===== config.mk =====
export PLATFORM = sky130hd
export DESIGN_NAME = ysyx_22041207_hazard_ctrl_flat
export DESIGN_NICKNAME = d
export VERILOG_FILES = /design/src/rtl/ysyx_22041207_hazard_ctrl_if.sv /design/src/rtl/ysyx_22041207_hazard_ctrl.sv /design/src/flat_wrapper.sv
export SDC_FILE = /design/constraint.sdc
export NUM_CORES = 1
export LEC_CHECK = 0
export BUFFER_PORTS_ARGS = -buffer_cell sky130_fd_sc_hd__buf_2
export CORE_MARGIN = 5
export CORE_UTILIZATION = 30
export CTS_BUF_LIST = sky130_fd_sc_hd__clkbuf_16
export DETAILED_ROUTE_END_ITERATION = 6
export PLACE_DENSITY_LB_ADDON = 0.3
export SLEW_MARGIN = 30
export SYNTH_ARGS = -nofsm -noshare
export SYNTH_HDL_FRONTEND = slang
export SYNTH_SLANG_ARGS = --single-unit

===== constraint.sdc =====
create_clock -name clk -period 3.26 [get_ports clk]
set_clock_uncertainty 0.15 [all_clocks]
set_input_delay 0.326 -clock clk [delete_from_list [all_inputs] [get_ports clk]]
set_output_delay 0.326 -clock clk [all_outputs]
set_load 0.005 [all_outputs]

===== src/rtl/ysyx_22041207_hazard_ctrl_if.sv =====
// ----------------------------------------------------------------------------
// ysyx_22041207_hazard_ctrl_if
//
// Bundles the hazard sources seen by the stall controller and the hold/clear
// controls it drives into the pipeline registers and the PC.
//
// Signal summary:
//   id_rs1addr / id_rs2addr    source registers of the instruction in ID
//   id_rs1_used / id_rs2_used  ID instruction actually reads rs1 / rs2
//   ex_memoryReadWen           instruction in EX is a load
//   ex_rwaddr                  destination register of the instruction in EX
//   ex_redirect                EX resolved a control-flow change
//   mdu_start / mdu_done       multi-cycle mul/div issue and completion
//   mem_req / mem_ready        MEM stage request and LSU completion
//   pc_stall                   hold PC
//   if_id_bubble / _flush      hold / clear IF_ID
//   id_ex_bubble / _flush      hold / clear ID_EX
//   ex_mem_bubble / _flush     hold / clear EX_MEM
//   mem_timeout                sticky LSU timeout error
//   stall_cnt / flush_cnt      performance counters (zero when not built in)
//
// Modports:
//   master  the hazard controller (consumes sources, drives controls)
//   slave   the pipeline side (drives sources, consumes controls)
// ----------------------------------------------------------------------------
interface ysyx_22041207_hazard_ctrl_if;

    // Hazard sources
    logic [4:0]  id_rs1addr;
    logic [4:0]  id_rs2addr;
    logic        id_rs1_used;
    logic        id_rs2_used;
    logic        ex_memoryReadWen;
    logic [4:0]  ex_rwaddr;
    logic        ex_redirect;
    logic        mdu_start;
    logic        mdu_done;
    logic        mem_req;
    logic        mem_ready;

    // Pipeline controls
    logic        pc_stall;
    logic        if_id_bubble;
    logic        if_id_flush;
    logic        id_ex_bubble;
    logic        id_ex_flush;
    logic        ex_mem_bubble;
    logic        ex_mem_flush;

    // Status
    logic        mem_timeout;
    logic [31:0] stall_cnt;
    logic [31:0] flush_cnt;

    modport master (
        input  id_rs1addr,
        input  id_rs2addr,
        input  id_rs1_used,
        input  id_rs2_used,
        input  ex_memoryReadWen,
        input  ex_rwaddr,
        input  ex_redirect,
        input  mdu_start,
        input  mdu_done,
        input  mem_req,
        input  mem_ready,
        output pc_stall,
        output if_id_bubble,
        output if_id_flush,
        output id_ex_bubble,
        output id_ex_flush,
        output ex_mem_bubble,
        output ex_mem_flush,
        output mem_timeout,
        output stall_cnt,
        output flush_cnt
    );

    modport slave (
        output id_rs1addr,
        output id_rs2addr,
        output id_rs1_used,
        output id_rs2_used,
        output ex_memoryReadWen,
        output ex_rwaddr,
        output ex_redirect,
        output mdu_start,
        output mdu_done,
        output mem_req,
        output mem_ready,
        input  pc_stall,
        input  if_id_bubble,
        input  if_id_flush,
        input  id_ex_bubble,
        input  id_ex_flush,
        input  ex_mem_bubble,
        input  ex_mem_flush,
        input  mem_timeout,
        input  stall_cnt,
        input  flush_cnt
    );

endinterface


===== src/rtl/ysyx_22041207_hazard_ctrl.sv =====
// ----------------------------------------------------------------------------
// ysyx_22041207_hazard_ctrl
//
// Pipeline hazard/stall controller. Detects load-use hazards, EX-stage
// redirects, LSU memory waits and multi-cycle MDU operations, and sequences
// the hold (bubble) and clear (flush) controls of IF_ID, ID_EX, EX_MEM and PC.
//
// Ports:
//   clk  clock, all state updates on posedge
//   rst  synchronous reset, active-high; forces all controls to 0
//   hz   ysyx_22041207_hazard_ctrl_if.master (sources in, controls out)
//
// Parameters:
//   FLUSH_CYCLES  cycles IF_ID/ID_EX are cleared after a redirect (1..15)
//   MEM_TIMEOUT   wait cycles in MEM_WAIT before mem_timeout sets (1..65535)
//
// Optional build macro:
//   HAZARD_PERF_EN  when defined, stall_cnt / flush_cnt count cycles with
//                   pc_stall / if_id_flush high; otherwise both read 0.
//
// Control outputs are combinational from state and inputs so a hazard takes
// effect in the cycle it is seen. State, counters and mem_timeout are flops.
// ----------------------------------------------------------------------------
module ysyx_22041207_hazard_ctrl #(
    parameter int unsigned FLUSH_CYCLES = 1,
    parameter int unsigned MEM_TIMEOUT  = 1023
) (
    input logic                        clk,
    input logic                        rst,
    ysyx_22041207_hazard_ctrl_if.master hz
);

    typedef enum logic [1:0] {
        StRun,
        StMemWait,
        StMduWait,
        StFlush
    } state_e;

    localparam logic [3:0]  FlushInit    = 4'(FLUSH_CYCLES - 1);
    localparam logic [15:0] TimeoutLimit = 16'(MEM_TIMEOUT);
    localparam logic [15:0] WaitMax      = 16'hFFFF;

    state_e      state_q, state_d;
    logic [3:0]  fcnt_q, fcnt_d;
    logic [15:0] wcnt_q, wcnt_d;
    logic        timeout_q, timeout_d;

    // Raw controls before reset gating
    logic pc_stall_c;
    logic if_id_bubble_c;
    logic if_id_flush_c;
    logic id_ex_bubble_c;
    logic id_ex_flush_c;
    logic ex_mem_bubble_c;
    logic ex_mem_flush_c;

    // Gated controls actually driven out
    logic pc_stall;
    logic if_id_bubble;
    logic if_id_flush;
    logic id_ex_bubble;
    logic id_ex_flush;
    logic ex_mem_bubble;
    logic ex_mem_flush;

    // ------------------------------------------------------------------------
    // Hazard detection
    // ------------------------------------------------------------------------
    logic rs1_hit;
    logic rs2_hit;
    logic load_use;
    logic mem_stall;

    assign rs1_hit = hz.id_rs1_used && (hz.id_rs1addr == hz.ex_rwaddr);
    assign rs2_hit = hz.id_rs2_used && (hz.id_rs2addr == hz.ex_rwaddr);

    // x0 is never a real dependency
    assign load_use = hz.ex_memoryReadWen && (hz.ex_rwaddr != 5'd0) && (rs1_hit || rs2_hit);

    assign mem_stall = hz.mem_req && !hz.mem_ready;

    // ------------------------------------------------------------------------
    // Next state and raw controls
    // ------------------------------------------------------------------------
    always_comb begin
        state_d         = state_q;
        fcnt_d          = fcnt_q;
        wcnt_d          = wcnt_q;
        pc_stall_c      = 1'b0;
        if_id_bubble_c  = 1'b0;
        if_id_flush_c   = 1'b0;
        id_ex_bubble_c  = 1'b0;
        id_ex_flush_c   = 1'b0;
        ex_mem_bubble_c = 1'b0;
        ex_mem_flush_c  = 1'b0;

        unique case (state_q)
            StRun: begin
                if (mem_stall) begin
                    // Freeze everything behind MEM until the LSU answers
                    pc_stall_c      = 1'b1;
                    if_id_bubble_c  = 1'b1;
                    id_ex_bubble_c  = 1'b1;
                    ex_mem_bubble_c = 1'b1;
                    state_d         = StMemWait;
                    wcnt_d          = 16'd1;
                end else if (hz.ex_redirect) begin
                    if_id_flush_c = 1'b1;
                    id_ex_flush_c = 1'b1;
                    if (FLUSH_CYCLES > 1) begin
                        state_d = StFlush;
                        fcnt_d  = FlushInit;
                    end
                end else if (hz.mdu_start) begin
                    // EX_MEM is cleared rather than held so the MDU op does
                    // not retire twice while it computes
                    pc_stall_c     = 1'b1;
                    if_id_bubble_c = 1'b1;
                    id_ex_bubble_c = 1'b1;
                    ex_mem_flush_c = 1'b1;
                    state_d        = StMduWait;
                end else if (load_use) begin
                    // One-cycle bubble into EX so the load data can forward
                    pc_stall_c     = 1'b1;
                    if_id_bubble_c = 1'b1;
                    id_ex_flush_c  = 1'b1;
                end
            end

            StMemWait: begin
                if (!hz.mem_ready) begin
                    pc_stall_c      = 1'b1;
                    if_id_bubble_c  = 1'b1;
                    id_ex_bubble_c  = 1'b1;
                    ex_mem_bubble_c = 1'b1;
                    if (wcnt_q != WaitMax) begin
                        wcnt_d = wcnt_q + 16'd1;
                    end
                end else begin
                    // Other hazards are held stable upstream and picked up in RUN
                    state_d = StRun;
                    wcnt_d  = 16'd0;
                end
            end

            StMduWait: begin
                if (!hz.mdu_done) begin
                    pc_stall_c     = 1'b1;
                    if_id_bubble_c = 1'b1;
                    id_ex_bubble_c = 1'b1;
                    ex_mem_flush_c = 1'b1;
                end else begin
                    state_d = StRun;
                end
            end

            StFlush: begin
                if_id_flush_c = 1'b1;
                id_ex_flush_c = 1'b1;
                // fcnt counts flush cycles still owed, this one included
                if (fcnt_q <= 4'd1) begin
                    state_d = StRun;
                    fcnt_d  = 4'd0;
                end else begin
                    fcnt_d = fcnt_q - 4'd1;
                end
            end

            default: begin
                state_d = StRun;
                fcnt_d  = 4'd0;
                wcnt_d  = 16'd0;
            end
        endcase
    end

    // Sticky once the wait counter reaches the limit while still waiting
    assign timeout_d = timeout_q || ((state_d == StMemWait) && (wcnt_d >= TimeoutLimit));

    // ------------------------------------------------------------------------
    // Reset gating of the controls
    // ------------------------------------------------------------------------
    always_comb begin
        pc_stall      = pc_stall_c;
        if_id_bubble  = if_id_bubble_c;
        if_id_flush   = if_id_flush_c;
        id_ex_bubble  = id_ex_bubble_c;
        id_ex_flush   = id_ex_flush_c;
        ex_mem_bubble = ex_mem_bubble_c;
        ex_mem_flush  = ex_mem_flush_c;
        if (rst) begin
            pc_stall      = 1'b0;
            if_id_bubble  = 1'b0;
            if_id_flush   = 1'b0;
            id_ex_bubble  = 1'b0;
            id_ex_flush   = 1'b0;
            ex_mem_bubble = 1'b0;
            ex_mem_flush  = 1'b0;
        end
    end

    // ------------------------------------------------------------------------
    // State registers
    // ------------------------------------------------------------------------
    always_ff @(posedge clk) begin
        if (rst) begin
            state_q   <= StRun;
            fcnt_q    <= 4'd0;
            wcnt_q    <= 16'd0;
            timeout_q <= 1'b0;
        end else begin
            state_q   <= state_d;
            fcnt_q    <= fcnt_d;
            wcnt_q    <= wcnt_d;
            timeout_q <= timeout_d;
        end
    end

    // ------------------------------------------------------------------------
    // Optional performance counters
    // ------------------------------------------------------------------------
`ifdef HAZARD_PERF_EN
    logic [31:0] stall_cnt_q;
    logic [31:0] flush_cnt_q;

    always_ff @(posedge clk) begin
        if (rst) begin
            stall_cnt_q <= 32'd0;
            flush_cnt_q <= 32'd0;
        end else begin
            if (pc_stall) begin
                stall_cnt_q <= stall_cnt_q + 32'd1;
            end
            if (if_id_flush) begin
                flush_cnt_q <= flush_cnt_q + 32'd1;
            end
        end
    end

    assign hz.stall_cnt = stall_cnt_q;
    assign hz.flush_cnt = flush_cnt_q;
`else
    assign hz.stall_cnt = 32'd0;
    assign hz.flush_cnt = 32'd0;
`endif

    // ------------------------------------------------------------------------
    // Outputs
    // ------------------------------------------------------------------------
    assign hz.pc_stall      = pc_stall;
    assign hz.if_id_bubble  = if_id_bubble;
    assign hz.if_id_flush   = if_id_flush;
    assign hz.id_ex_bubble  = id_ex_bubble;
    assign hz.id_ex_flush   = id_ex_flush;
    assign hz.ex_mem_bubble = ex_mem_bubble;
    assign hz.ex_mem_flush  = ex_mem_flush;
    assign hz.mem_timeout   = timeout_q;

endmodule


===== src/flat_wrapper.sv =====
// flat-port wrapper written by rule: the top's interface ports become plain ports
module ysyx_22041207_hazard_ctrl_flat 
#(
    parameter int unsigned FLUSH_CYCLES = 1,
    parameter int unsigned MEM_TIMEOUT  = 1023
)
  (clk, rst, hz_id_rs1addr, hz_id_rs2addr, hz_id_rs1_used, hz_id_rs2_used, hz_ex_memoryReadWen, hz_ex_rwaddr, hz_ex_redirect, hz_mdu_start, hz_mdu_done, hz_mem_req, hz_mem_ready, hz_pc_stall, hz_if_id_bubble, hz_if_id_flush, hz_id_ex_bubble, hz_id_ex_flush, hz_ex_mem_bubble, hz_ex_mem_flush, hz_mem_timeout, hz_stall_cnt, hz_flush_cnt);
  ysyx_22041207_hazard_ctrl_if hz_i ();
  input logic clk;
  input logic rst;
  input wire logic [$bits(hz_i.id_rs1addr)-1:0] hz_id_rs1addr;
  input wire logic [$bits(hz_i.id_rs2addr)-1:0] hz_id_rs2addr;
  input wire logic [$bits(hz_i.id_rs1_used)-1:0] hz_id_rs1_used;
  input wire logic [$bits(hz_i.id_rs2_used)-1:0] hz_id_rs2_used;
  input wire logic [$bits(hz_i.ex_memoryReadWen)-1:0] hz_ex_memoryReadWen;
  input wire logic [$bits(hz_i.ex_rwaddr)-1:0] hz_ex_rwaddr;
  input wire logic [$bits(hz_i.ex_redirect)-1:0] hz_ex_redirect;
  input wire logic [$bits(hz_i.mdu_start)-1:0] hz_mdu_start;
  input wire logic [$bits(hz_i.mdu_done)-1:0] hz_mdu_done;
  input wire logic [$bits(hz_i.mem_req)-1:0] hz_mem_req;
  input wire logic [$bits(hz_i.mem_ready)-1:0] hz_mem_ready;
  output wire logic [$bits(hz_i.pc_stall)-1:0] hz_pc_stall;
  output wire logic [$bits(hz_i.if_id_bubble)-1:0] hz_if_id_bubble;
  output wire logic [$bits(hz_i.if_id_flush)-1:0] hz_if_id_flush;
  output wire logic [$bits(hz_i.id_ex_bubble)-1:0] hz_id_ex_bubble;
  output wire logic [$bits(hz_i.id_ex_flush)-1:0] hz_id_ex_flush;
  output wire logic [$bits(hz_i.ex_mem_bubble)-1:0] hz_ex_mem_bubble;
  output wire logic [$bits(hz_i.ex_mem_flush)-1:0] hz_ex_mem_flush;
  output wire logic [$bits(hz_i.mem_timeout)-1:0] hz_mem_timeout;
  output wire logic [$bits(hz_i.stall_cnt)-1:0] hz_stall_cnt;
  output wire logic [$bits(hz_i.flush_cnt)-1:0] hz_flush_cnt;
  assign hz_i.id_rs1addr = hz_id_rs1addr;
  assign hz_i.id_rs2addr = hz_id_rs2addr;
  assign hz_i.id_rs1_used = hz_id_rs1_used;
  assign hz_i.id_rs2_used = hz_id_rs2_used;
  assign hz_i.ex_memoryReadWen = hz_ex_memoryReadWen;
  assign hz_i.ex_rwaddr = hz_ex_rwaddr;
  assign hz_i.ex_redirect = hz_ex_redirect;
  assign hz_i.mdu_start = hz_mdu_start;
  assign hz_i.mdu_done = hz_mdu_done;
  assign hz_i.mem_req = hz_mem_req;
  assign hz_i.mem_ready = hz_mem_ready;
  assign hz_pc_stall = hz_i.pc_stall;
  assign hz_if_id_bubble = hz_i.if_id_bubble;
  assign hz_if_id_flush = hz_i.if_id_flush;
  assign hz_id_ex_bubble = hz_i.id_ex_bubble;
  assign hz_id_ex_flush = hz_i.id_ex_flush;
  assign hz_ex_mem_bubble = hz_i.ex_mem_bubble;
  assign hz_ex_mem_flush = hz_i.ex_mem_flush;
  assign hz_mem_timeout = hz_i.mem_timeout;
  assign hz_stall_cnt = hz_i.stall_cnt;
  assign hz_flush_cnt = hz_i.flush_cnt;
  ysyx_22041207_hazard_ctrl #(.FLUSH_CYCLES(FLUSH_CYCLES), .MEM_TIMEOUT(MEM_TIMEOUT)) u_core (.clk(clk), .rst(rst), .hz(hz_i));
endmodule

==> results of run 1 <==
report_power, final:
part | switching [mW] | leakage, nW | internal, mW
combinational | 0.0808 | 0.755 | 0.0447
clock | 0.108 | 0.0371 | 0.166
sequential | 0.00414 | 0.186 | 0.284
total | 0.192 | 0.978 | 0.495
sequential cells by signal, summed over array words and instances (netlist names):
signal and cells:
u_core.fcnt_q 4, u_core.hz.mem_timeout 1, u_core.state_q 2, u_core.wcnt_q 16
metal layers:
layer | global-route usage [%] | up-vias | routed length (microns)
met3 | 2.32 | 8 | 465
met5 | 0 | - | 0
met1 | 13.6 | 909 | 2080
met4 | 3.62 | 0 | 77
met2 | 19.4 | 93 | 2600
li1 | - | 980 | -
metrics by stage:
step                std cells  util (%)  total power [mW]
global route              418      31.9             0.729
detailed placement        414      30.8             0.418
finish                    418      31.9             0.688
CTS                       418      31.9             0.696
floorplan                 358         -             0.433
global placement          414      30.8             0.419
worst min-delay path by stage:
stage / to / startpoint / slack, ps
2_1_floorplan: u_core.fcnt_q[2] / u_core.fcnt_q[2] / 310
3_3_place_gp: u_core.fcnt_q[2] / u_core.fcnt_q[2] / 330
3_5_place_dp: u_core.fcnt_q[2] / u_core.fcnt_q[2] / 330
4_1_cts: u_core.wcnt_q[0] / hz_mem_ready / 280
5_1_grt: u_core.wcnt_q[0] / hz_mem_ready / 300
6_report: u_core.wcnt_q[0] / hz_mem_ready / 300
area by class of cell:
cell class | count | share of cell area, %
Clock buffer | 3 | 3.22
Clock inverter | 1 | 0.322
Inverter | 7 | 1.13
Multi-Input combinational cell | 251 | 62.7
Sequential cell | 23 | 19.8
Tap cell | 99 | 5.32
Timing Repair Buffer | 34 | 7.52
cell usage in the layout (no fill, tap or decap), types with 3 or more instances in the layout:
cell        n
a21oi_1    17
a41oi_1     5
nor3_1      6
a31oi_1     4
xor2_1      8
nor2b_1     4
nor2_1     33
dfxtp_1    23
ha_1        7
o21ai_0     7
conb_1     64
a311oi_1    3
clkbuf_16   3
buf_2      32
nand2b_1    4
nand2_1    14
nor4_1     11
inv_1       7
nand3_1     9
and2_1      4
o21a_1      3
o22ai_1     3
and3_1      3
o2111ai_1   4
cell families after synthesis:
family	count (synthesis)	synth area share (%)
AOI/OAI and AO/OA	63	20.0
and+or+nand+nor	105	25.7
buffers and inverters	84	25.0
xor gates and xnor gates	10	3.90
adders and majority gates	7	3.90
DFF	23	20.5
other	1	0.167
muxes	2	0.890
worst max-delay path, stage by stage, from the launching register on:
cell      delay [ps]
dfxtp_1          390
inv_1             80
ha_1             280
nand2b_1         200
and2_1           340
nor4_1           430
nor3_1            90
nor4bb_1         420
a41oi_1          160
a31o_1           200
==> flow_summary.json, run 1 <==
{
  "outcome": "complete, no violations",
  "multi_input_area_sq_um": 1460,
  "area_growth_pct": 3.62,
  "boundaryPins": 97,
  "tns_ps": 0,
  "clock.fmax_mhz": 352,
  "r2r-end": "u_core.hz.mem_timeout",
  "setup.worst_path.class": "flip-flop to flip-flop",
  "die_h_microns": 96.6,
  "cts_root_buffer": "clkbuf_16",
  "r2r_start": "u_core.state_q[0]",
  "cp-start-kind": "flip-flop",
  "wl_per_cell_microns": 12.5,
  "clk_pin_slew_ps": 70,
  "post-cts-setup-buffer-count": 0,
  "grt_pass1_vias": 1775,
  "post_cts_resized": 0,
  "drt_iter0_markers": 96,
  "gp_congestion": 0.782,
  "slew_violations": 0,
  "layout_min_cycle_time_ps": 2840,
  "htree_levels": 1,
  "viasPerCell": 4.76,
  "worst_pin_slew_ps": 712,
  "required_ps": 3270,
  "vias": 1990,
  "setup_viol": 0,
  "grt-ovfl-total": 0,
  "synth_commonest_cells": "buf_4, nor2_1, dfxtp_1",
  "yosys.area.top_type": "buf_4",
  "period_share_pct": 87.1,
  "drc_errors": 0,
  "grt_pass1_wl_microns": 8280,
  "portBuffers": 32,
  "clk_path_buf_depth": 2,
  "crit_start": "u_core.state_q[0]",
  "wl_microns": 5220,
  "ys.flop_type": "dfxtp_1",
  "avgSynthCellArea_sq_um": 7.62,
  "die_w_microns": 96.6,
  "drive_gt1_share_pct": 14.7,
  "cap_violations": 0,
  "ant_nets": 0,
  "final_area_sq_um": 2330,
  "firstDrtPassIters": 4,
  "cts.sinks": 23,
  "synth_cell_types": 51,
  "maxSlewHeadroom_pct": 52.4,
  "worstSetupEndpoint": "u_core.hz.mem_timeout",
  "dpl-instance-area_sq_um": 2250,
  "synth_most_common_cell": "buf_4",
  "synth_seq_cells": 23,
  "fp.coreArea_sq_um": 7290,
  "hold_slack_ps": 301,
  "std_cell_rows": 31,
  "cp_max_fo": 12,
  "yosysSeqAreaShare_pct": 20.5,
  "synthesis.instances": 295,
  "asyncSetResetFlopFracSynth_pct": 0,
  "antenna_found_initial": 0,
  "place_ws_ps": 429,
  "synth.area.top_cells": "buf_4, dfxtp_1, nor2_1",
  "grt_max_degree": 28,
  "min_path_cells": 3,
  "dieArea_sq_um": 9330,
  "worstSkewPairLatency_ps": 260,
  "grt_use_total_pct": 11.1,
  "synth_edf_count": 0,
  "hold_class": "input port to flip-flop",
  "seq_area_sq_um": 460,
  "p_leak_nw": 0.978,
  "grt_setup_unrepaired": "false",
  "cts_hold_buf": 0,
  "setup_slack_ps": 420,
  "syn_area_sq_um": 2250,
  "num-nets-final": 352,
  "initial_core_util_pct": 30.8,
  "r2r_cells": 9,
  "cts_tree": "done",
  "fillers": 810,
  "crit_arrival_ps": 2850,
  "hold_viol": 0,
  "worstSetupEndpointType": "flip-flop",
  "dp_hpwl_microns": 4070,
  "synth_top_area_share_pct": 21.7,
  "powerDensity_nw_per_um2": 295,
  "cts_made_buffers": 3,
  "diodes": 0,
  "ir_drop_uv": 201,
  "yosys_warnings": 0,
  "r2r_slack_ps": 420
}
(Power assumes the default switching activity.)
==> run 2: changes to the inputs <==
--- a/config.mk
+++ b/config.mk
@@ -7,7 +7,7 @@
 export LEC_CHECK = 0
 export BUFFER_PORTS_ARGS = -buffer_cell sky130_fd_sc_hd__buf_2
 export CORE_MARGIN = 5
-export CORE_UTILIZATION = 30
+export CORE_UTILIZATION = 45
 export CTS_BUF_LIST = sky130_fd_sc_hd__clkbuf_16
 export DETAILED_ROUTE_END_ITERATION = 6
 export PLACE_DENSITY_LB_ADDON = 0.3
==> constraint.sdc (replaced) <==
create_clock -name clk -period 2.8 [get_ports clk]
set_clock_uncertainty 0.15 [all_clocks]
set_input_delay 0.28 -clock clk [delete_from_list [all_inputs] [get_ports clk]]
set_output_delay 0.28 -clock clk [all_outputs]
set_load 0.005 [all_outputs]
==> flow_summary.json, run 2 (same netlist as run 1, synthesis figures left out) <==
{
  "outcome": "complete, no violations",
  "std_cell_rows": 25,
  "min_path_cells": 3,
  "ant_nets": 0,
  "r2r_cells": 8,
  "tns_ps": 0,
  "diodes": 0,
  "grt_max_degree": 27,
  "powerDensity_nw_per_um2": 336,
  "worstSkewPairLatency_ps": 260,
  "gp_congestion": 0.828,
  "grt_use_met3_pct": 2.58,
  "worstSetupEndpointType": "flip-flop",
  "cts.sinks": 23,
  "ir_drop_uv": 313,
  "drive_gt1_share_pct": 17.7,
  "period_share_pct": 92.1,
  "hold_class": "input port to flip-flop",
  "cp_max_fo": 6,
  "fp.coreArea_sq_um": 4790,
  "cts_hold_buf": 0,
  "grt-ovfl-total": 0,
  "portBuffers": 32,
  "crit_start": "u_core.wcnt_q[0]",
  "cts_made_buffers": 3,
  "clk_path_buf_depth": 2,
  "p_leak_nw": 1.02,
  "die_w_microns": 80.7,
  "dieArea_sq_um": 6510,
  "dp_cells": 389,
  "required_ps": 2800,
  "setup_viol": 0,
  "clock.fmax_mhz": 388,
  "viasPerCell": 4.98,
  "final_cell_mix": "conb_1, nor2_1, buf_2, dfxtp_1, a21oi_1",
  "largest_reg_flops": 16,
  "cts_root_buffer": "clkbuf_16",
  "htree_levels": 1,
  "grt_use_met2_pct": 28.4,
  "dpl-instance-area_sq_um": 2260,
  "grt_pass1_vias": 1800,
  "cp-start-kind": "flip-flop",
  "hold_viol": 0,
  "grt_use_total_pct": 16.0,
  "grt_setup_unrepaired": "false",
  "wl_microns": 5270,
  "boundaryPins": 97,
  "final_area_sq_um": 2370,
  "initial_core_util_pct": 47.0,
  "drt_iter0_markers": 76,
  "die_h_microns": 80.7,
  "vias": 1963,
  "final_cells": 394,
  "layout_min_cycle_time_ps": 2580,
  "top_register": "u_core.wcnt_q",
  "drc_errors": 0,
  "cap_violations": 0,
  "reg_top3": "u_core.wcnt_q (16), u_core.fcnt_q (4), u_core.state_q (2)",
  "fillers": 503,
  "area_growth_pct": 5.29,
  "top_usage_layer": "met2",
  "min-delay-start": "rst",
  "clk_pin_slew_ps": 60,
  "num-nets-final": 360,
  "hold_slack_ps": 232,
  "r2r_start": "u_core.wcnt_q[0]",
  "firstDrtPassIters": 4,
  "multi_input_area_sq_um": 1480,
  "layout_commonest_cell": "conb_1",
  "dp_hpwl_microns": 4080,
  "finish.utilization_pct": 49.5,
  "cts_tree": "done",
  "slew_violations": 0,
  "setup.worst_path.class": "flip-flop to flip-flop",
  "antenna_found_initial": 0,
  "wl_per_cell_microns": 13.4,
  "crit_arrival_ps": 2580,
  "use_met1_pct": 20.2,
  "grt_pass1_wl_microns": 8420,
  "seq_area_sq_um": 460
}
## run 2: cell type report
class | instances | area share, %
repair buffers | 42 | 9.94
multi-input cells | 251 | 62.6
clock buffers | 3 | 3.17
clock inverters | 1 | 0.159
well taps | 67 | 3.54
inverters | 7 | 1.11
flip-flops and latches | 23 | 19.5
## run 2: worst max-delay path, cell delays in order (launching register included)
cell and delay (ps):
dfxtp_1 400, ha_1 300, nand2_1 200, nor4_2 350, a31oi_1 140, o22ai_1 180, nor4bb_2 390, a41oi_1 170
a31o_1 210
## run 2: through the flow
stage               total power [mW]  worst slack [ps]
CTS                            0.795              84.2
finish                         0.795               220
floorplan                      0.504               504
global placement               0.487               209
detailed placement             0.489               139
global route                   0.838              34.6
## run 2: power breakdown
| part | internal (mW) | leakage (nW) | switching (mW) | total, mW |
|---|---|---|---|---|
| sequential | 0.331 | 0.186 | 0.00463 | 0.336 |
| combinational | 0.0569 | 0.795 | 0.0958 | 0.153 |
| clock | 0.191 | 0.0423 | 0.116 | 0.307 |
| total | 0.578 | 1.02 | 0.216 | 0.795 |
## run 2: final timing paths
path	to	slack (ps)
worst min register to register	u_core.fcnt_q[2]	330
worst max register to register	u_core.hz.mem_timeout	220
worst max-delay path	u_core.hz.mem_timeout	220
worst min-delay path	u_core.wcnt_q[14]	230
## run 2: timing repair
action	in CTS	in global routing
gates resized for setup	0	4
setup buffers	0	1
setup endpoints to repair	0	1
## run 2: routing by layer
layer / wire (microns) / part of all wire [%]
met2: 2640 / 50
met4: 36 / 0.68
met3: 411 / 7.8
met1: 2180 / 41
met5: 0 / 0
